$ cat src/rtl/aoi_pkg.sv
// rtl/aoi_pkg.sv - shared types and helpers for the AOI sweep checker
// Purpose: FSM state type, golden AND-OR-INVERT model and binary-to-Gray encoder.
// Ports: none (package).
package aoi_pkg;

  typedef enum logic [1:0] {
    IDLE  = 2'd0,
    DRIVE = 2'd1,
    DONE  = 2'd2
  } state_t;

  // Widest vector the helpers accept: 8 pairs -> 16 bits, plus one index guard bit.
  localparam int MAX_W = 16;

  // Golden AOI: output is low when any pair has both of its inputs high.
  // Pair k lives in bits [2k+1:2k]; pairs at or above n_pairs are ignored.
  function automatic logic aoi_golden(input logic [MAX_W-1:0] vec, input int n_pairs);
    logic any_and;
    any_and = 1'b0;
    for (int k = 0; k < MAX_W / 2; k++) begin
      if (k < n_pairs) begin
        any_and = any_and | (vec[2*k] & vec[2*k+1]);
      end
    end
    return ~any_and;
  endfunction

  function automatic logic [MAX_W:0] bin2gray(input logic [MAX_W:0] bin);
    return bin ^ (bin >> 1);
  endfunction

endpackage

$ cat src/rtl/aoi_vec_gen.sv
// rtl/aoi_vec_gen.sv - sweep index counter with binary/Gray vector encoder
// Purpose: holds the sweep index and the registered vector driven to the cell.
// Ports:
//   clk, rst        clock, asynchronous active-high reset
//   clear           force index and vector to zero (abort)
//   load            restart sweep at index 0 and latch gray_mode
//   advance         step to the next index and register its encoding
//   gray_mode       0: binary order, 1: Gray order (sampled on load)
//   idx             current index, W+1 bits
//   vec             registered vector for the cell under test
module aoi_vec_gen
  import aoi_pkg::*;
#(
  parameter int W = 4
) (
  input  logic         clk,
  input  logic         rst,
  input  logic         clear,
  input  logic         load,
  input  logic         advance,
  input  logic         gray_mode,
  output logic [W:0]   idx,
  output logic [W-1:0] vec
);

  logic         mode;
  logic [W:0]   idx_next;
  logic [W-1:0] enc_next;

  assign idx_next = idx + (W+1)'(1);

  // Encode the next index so the vector changes on the same edge as the index.
  always_comb begin
    enc_next = idx_next[W-1:0];
    if (mode) begin
      enc_next = W'(bin2gray((MAX_W+1)'(idx_next)));
    end
  end

  always_ff @(posedge clk or posedge rst) begin
    if (rst) begin
      idx  <= '0;
      vec  <= '0;
      mode <= 1'b0;
    end else if (clear) begin
      idx  <= '0;
      vec  <= '0;
      mode <= 1'b0;
    end else if (load) begin
      // Index 0 encodes to 0 in both orders.
      idx  <= '0;
      vec  <= '0;
      mode <= gray_mode;
    end else if (advance) begin
      idx <= idx_next;
      vec <= enc_next;
    end
  end

endmodule

$ cat config.mk
export PLATFORM = sky130hd
export DESIGN_NAME = aoi_vec_gen
export DESIGN_NICKNAME = d
export VERILOG_FILES = /design/src/rtl/aoi_pkg.sv /design/src/rtl/aoi_vec_gen.sv
export SDC_FILE = /design/constraint.sdc
export NUM_CORES = 1
export LEC_CHECK = 0
export CAP_MARGIN = 20
export CORE_AREA = 3 3 40 42
export DETAILED_ROUTE_END_ITERATION = 8
export DIE_AREA = 0 0 43 45
export PLACE_DENSITY = 0.82
export SYNTH_ARGS = -nofsm -noshare
export SYNTH_HDL_FRONTEND = slang
export SYNTH_SLANG_ARGS = --single-unit
$ cat constraint.sdc
create_clock -name clk -period 3.9 [get_ports clk]
set_input_delay 0.78 -clock clk [delete_from_list [all_inputs] [get_ports clk]]
set_output_delay 0.78 -clock clk [all_outputs]
set_load 0.01 [all_outputs]
======== Word-level counts from Yosys, hierarchy flattened ========
Cells that the tools add are included.
word-level totals
  register bits ........................... 10
  bits in latches ......................... 0
  memory bits (writable) .................. 0
  ROM bits ................................ 0
  input port bits ......................... 6
  output and inout port bits .............. 9
  logic and storage cells ................. 16
  memories kept ........................... 0
operators by class
  add/subtract/negate cells ............... 1
  multipliers ............................. 0
  divide/modulo/power cells ............... 0
  magnitude comparators ................... 0
  eq/ne operators ......................... 0
  shifts and indexed selects .............. 0
  mux-type cells .......................... 9
  bitwise operators ....................... 1
  reductions and logical operators ........ 2
operators with widths
  kind                                                           count
  4-bit two-way mux                                              4
  5-bit two-way mux                                              3
  5-bit by 1-bit adder with 5-bit output, second input constant  1
  4-bit XOR                                                      1
  3-bit nonzero test                                             1
  1-bit two-way mux                                              2
  2-bit nonzero test                                             1

======== Longest topological paths before layout ========
  depth after elaboration ................. 6
  mapped depth ............................ 5
  mapped depth without buffers ............ 5

======== Worst setup path after synthesis ========
No wires, ideal clock.
  path kind ............................... input-to-reg
  from .................................... input port clear
  to ...................................... register vec[3]
  setup time .............................. 69 ps
  data arrival time ....................... 1488 ps
  required time ........................... 3831 ps
  slack ................................... 2343 ps
  stages on the path ...................... 3
  buffers on the path ..................... 0
  cell sequence ........................... or3b_1 a211o_1 nand3_1
on the way
  word-level cells in the longest chain between the ends .. 1
  elaborated cells between the ends (all ways) .. 2
  those cells by class .................... 1 x mux; 1 x reduce/logical
ends and longest elaborated chain
  what                                                                             RTL line           RTL
  start, declared                                                                  aoi_vec_gen.sv:18  input logic clear,
  3-bit nonzero test (no source line) / 4-bit two-way mux (equally long branches)  -
  end signal, assigned                                                             aoi_vec_gen.sv:56  vec <= enc_next;
  end, declared                                                                    aoi_vec_gen.sv:23  output logic [W-1:0] vec
Several ways; a longest one is shown, not always the timed one.
A chain may end at the register's enable or synchronous reset.

======== Worst setup path in the final report ========
  from .................................... register idx[3]
  to ...................................... output port idx[3]
RTL lines
  what                    RTL line           RTL
  start, declared         aoi_vec_gen.sv:22  output logic [W:0] idx,
  start signal, assigned  aoi_vec_gen.sv:55  idx <= idx_next;
No word-level cell between the ends.

==> qor.csv <==
metric,value,unit
end_kind,output port,
drtIter0Drc,3,
initial_core_util,44.3,%
grt-ovfl-total,0,
finalHoldViolCount,0,
rows,13,
period_needed,2.14,ns
required,3.12,ns
drc_errors,0,
cts_buffers,3,
r2r_start,idx[0],
num_antenna_cells,0,
pin_count,15,
synth_cell_types,24,
drive_gt1_share,9.46,%
hold_path_startpoint,vec[2],
drv_cap,0,
dp_cells,85,
cpPeakStageDelay,0.59,ns
worst_slew_pin_slew,0.405,ns
crit_slowest_cell,clkdlybuf4s50_1,
postRouteAntennaNets,0,
skew,0.00574,ns
nets,82,
grt_pass1_wl,1880,µm
postCtsHoldBufs,0,
fmax,0.467,GHz
p_leak,0.000346,µW
setup_viol,0,
synth_seq_area_share,44.0,%
port-buffer-count,14,
die_w,43,µm
hp-class,reg -> reg,
postCtsResizedCells,0,
antenna_found_initial,0,
synth-seq-cells,10,
synthCells,58,
drt_wl_total,1140,µm
synth_area_per_cell,9.82,µm²
clock_path_buffers,2,
gp_congestion,0.698,
path_cells,clkdlybuf4s50_1,
synthToLayoutAreaGrowth,32.7,%
hold_ws,0.526,ns
drv_slew,0,
fin_cells,89,
critPathMaxFanout,7,
synth_warnings,0,
core-area,0.00128,mm²
tritoncts,done,
root_buffer,clkbuf_4,
cts_setup_buffers,0,
wl_per_cell,12.8,µm
synthesis.area,569,µm²
clock-sinks,10,
synth.top_cell.area_share,44.0,%
synth_fp_nets,65,
grt_max_degree,13,
fin_util,58.8,%
final_common_cell,clkdlybuf4s50_1,
crit_arrival,1.36,ns
synth_top_cell_by_area,dfrtp_1,
viasPerCell,5.10,
die_area,0.00194,mm²
synthTopCellsByArea,"dfrtp_1 44%, mux2i_1 8.8%, xor2_1 7.7%",
tns,0,ns
htreeDepth,1,
slew_headroom,72.9,%
grt_setup_unrepaired,no,
power_density,300,mW/mm²
layout_common_cells,"14 x clkdlybuf4s50_1, 10 x dfrtp_1, 9 x nor2_1",
start_kind,flop,
place_hpwl,837,µm
grtUsageTotal,13.5,%
ir_worst_vdd,0.204,mV
cp_top_family,buffers and inverters,
worstSkewPairLatency,0.27,ns
layout_setup_ws,1.76,ns
grt_pass1_vias,438,
status,"finished, final reports clean",
vias,454,
cp-startpoint,idx[3],
cts.clk_slew.worst_paths,0.07,ns
die-height,45,µm
pre_cts_ws,1.56,ns
period_share,54.9,%
critPathKind,reg -> out,
drt-pass1-iter-count,4,
path_buf_inv,1,
[kinds of logic after synthesis]
kind of cell / after synthesis / synth area share (%)
simple gates: 26 / 24.2
xor+xnor: 7 / 12.1
flops: 10 / 44.0
buf+inv: 4 / 2.86
compound gates: 5 / 5.93
fa+ha+maj: 1 / 2.20
mux: 5 / 8.79
[worst paths after layout]
path	endpoint	slack, ns	cells past startpoint
min reg2reg	vec[2]	0.53	1
max	idx[3]	1.76	1
max reg2reg	vec[2]	2.29	5
min in group asynchronous	mode	0.79	2
max in group asynchronous	idx[1]	2.83	2
min	vec[2]	0.53	1
[per-layer routing]
layer  routed length [µm]  up-vias  GRT usage [%]
li1                     -      233              -
met1                  546      207           17.9
met2                  526       12           21.0
met3                   50        2           2.39
met4                   14        0           7.23
met5                    0        -              0
[cell type report]
type                       instances  area (µm²)
clock buffer                       4        36.3
multi-input combinational         44         303
tap                               15        18.8
inverter                           2        7.51
timing repair buffer              14         140
sequential                        10         250
fill                             105         529
[cells in the mapped netlist, drive strengths merged]
master  instances
dfrtp          10
nor2            9
xor2            6
mux2i           5
nand2           4
nand2b          3
nand3           3
a21oi           2
and3            2
inv             2
a211o           1
a311o           1
buf             1
clkbuf          1
ha              1
nand3b          1
nand4           1
nand4b          1
o21ai           1
or2             1
or3b            1
xnor2           1
[sequential cells by signal, indices dropped and copies added, names as in the netlist]
signal,cells
idx,5
mode,1
vec,4
[per-stage QoR]
step	total power [µW]	cell area (µm²)
2_1_floorplan	122	569
3_3_place_gp	133	719
3_5_place_dp	134	719
4_1_cts	228	756
5_1_grt	237	756
6_report	227	756
[power by group]
group / leakage, µW / internal (µW) / switching [µW]
Combinational: 0.000187 / 12.2 / 10.8
Sequential: 0.000138 / 106 / 2.86
Clock: 0.0000210 / 56.7 / 38.2
Note: power is estimated with default switching activity, not from simulation.
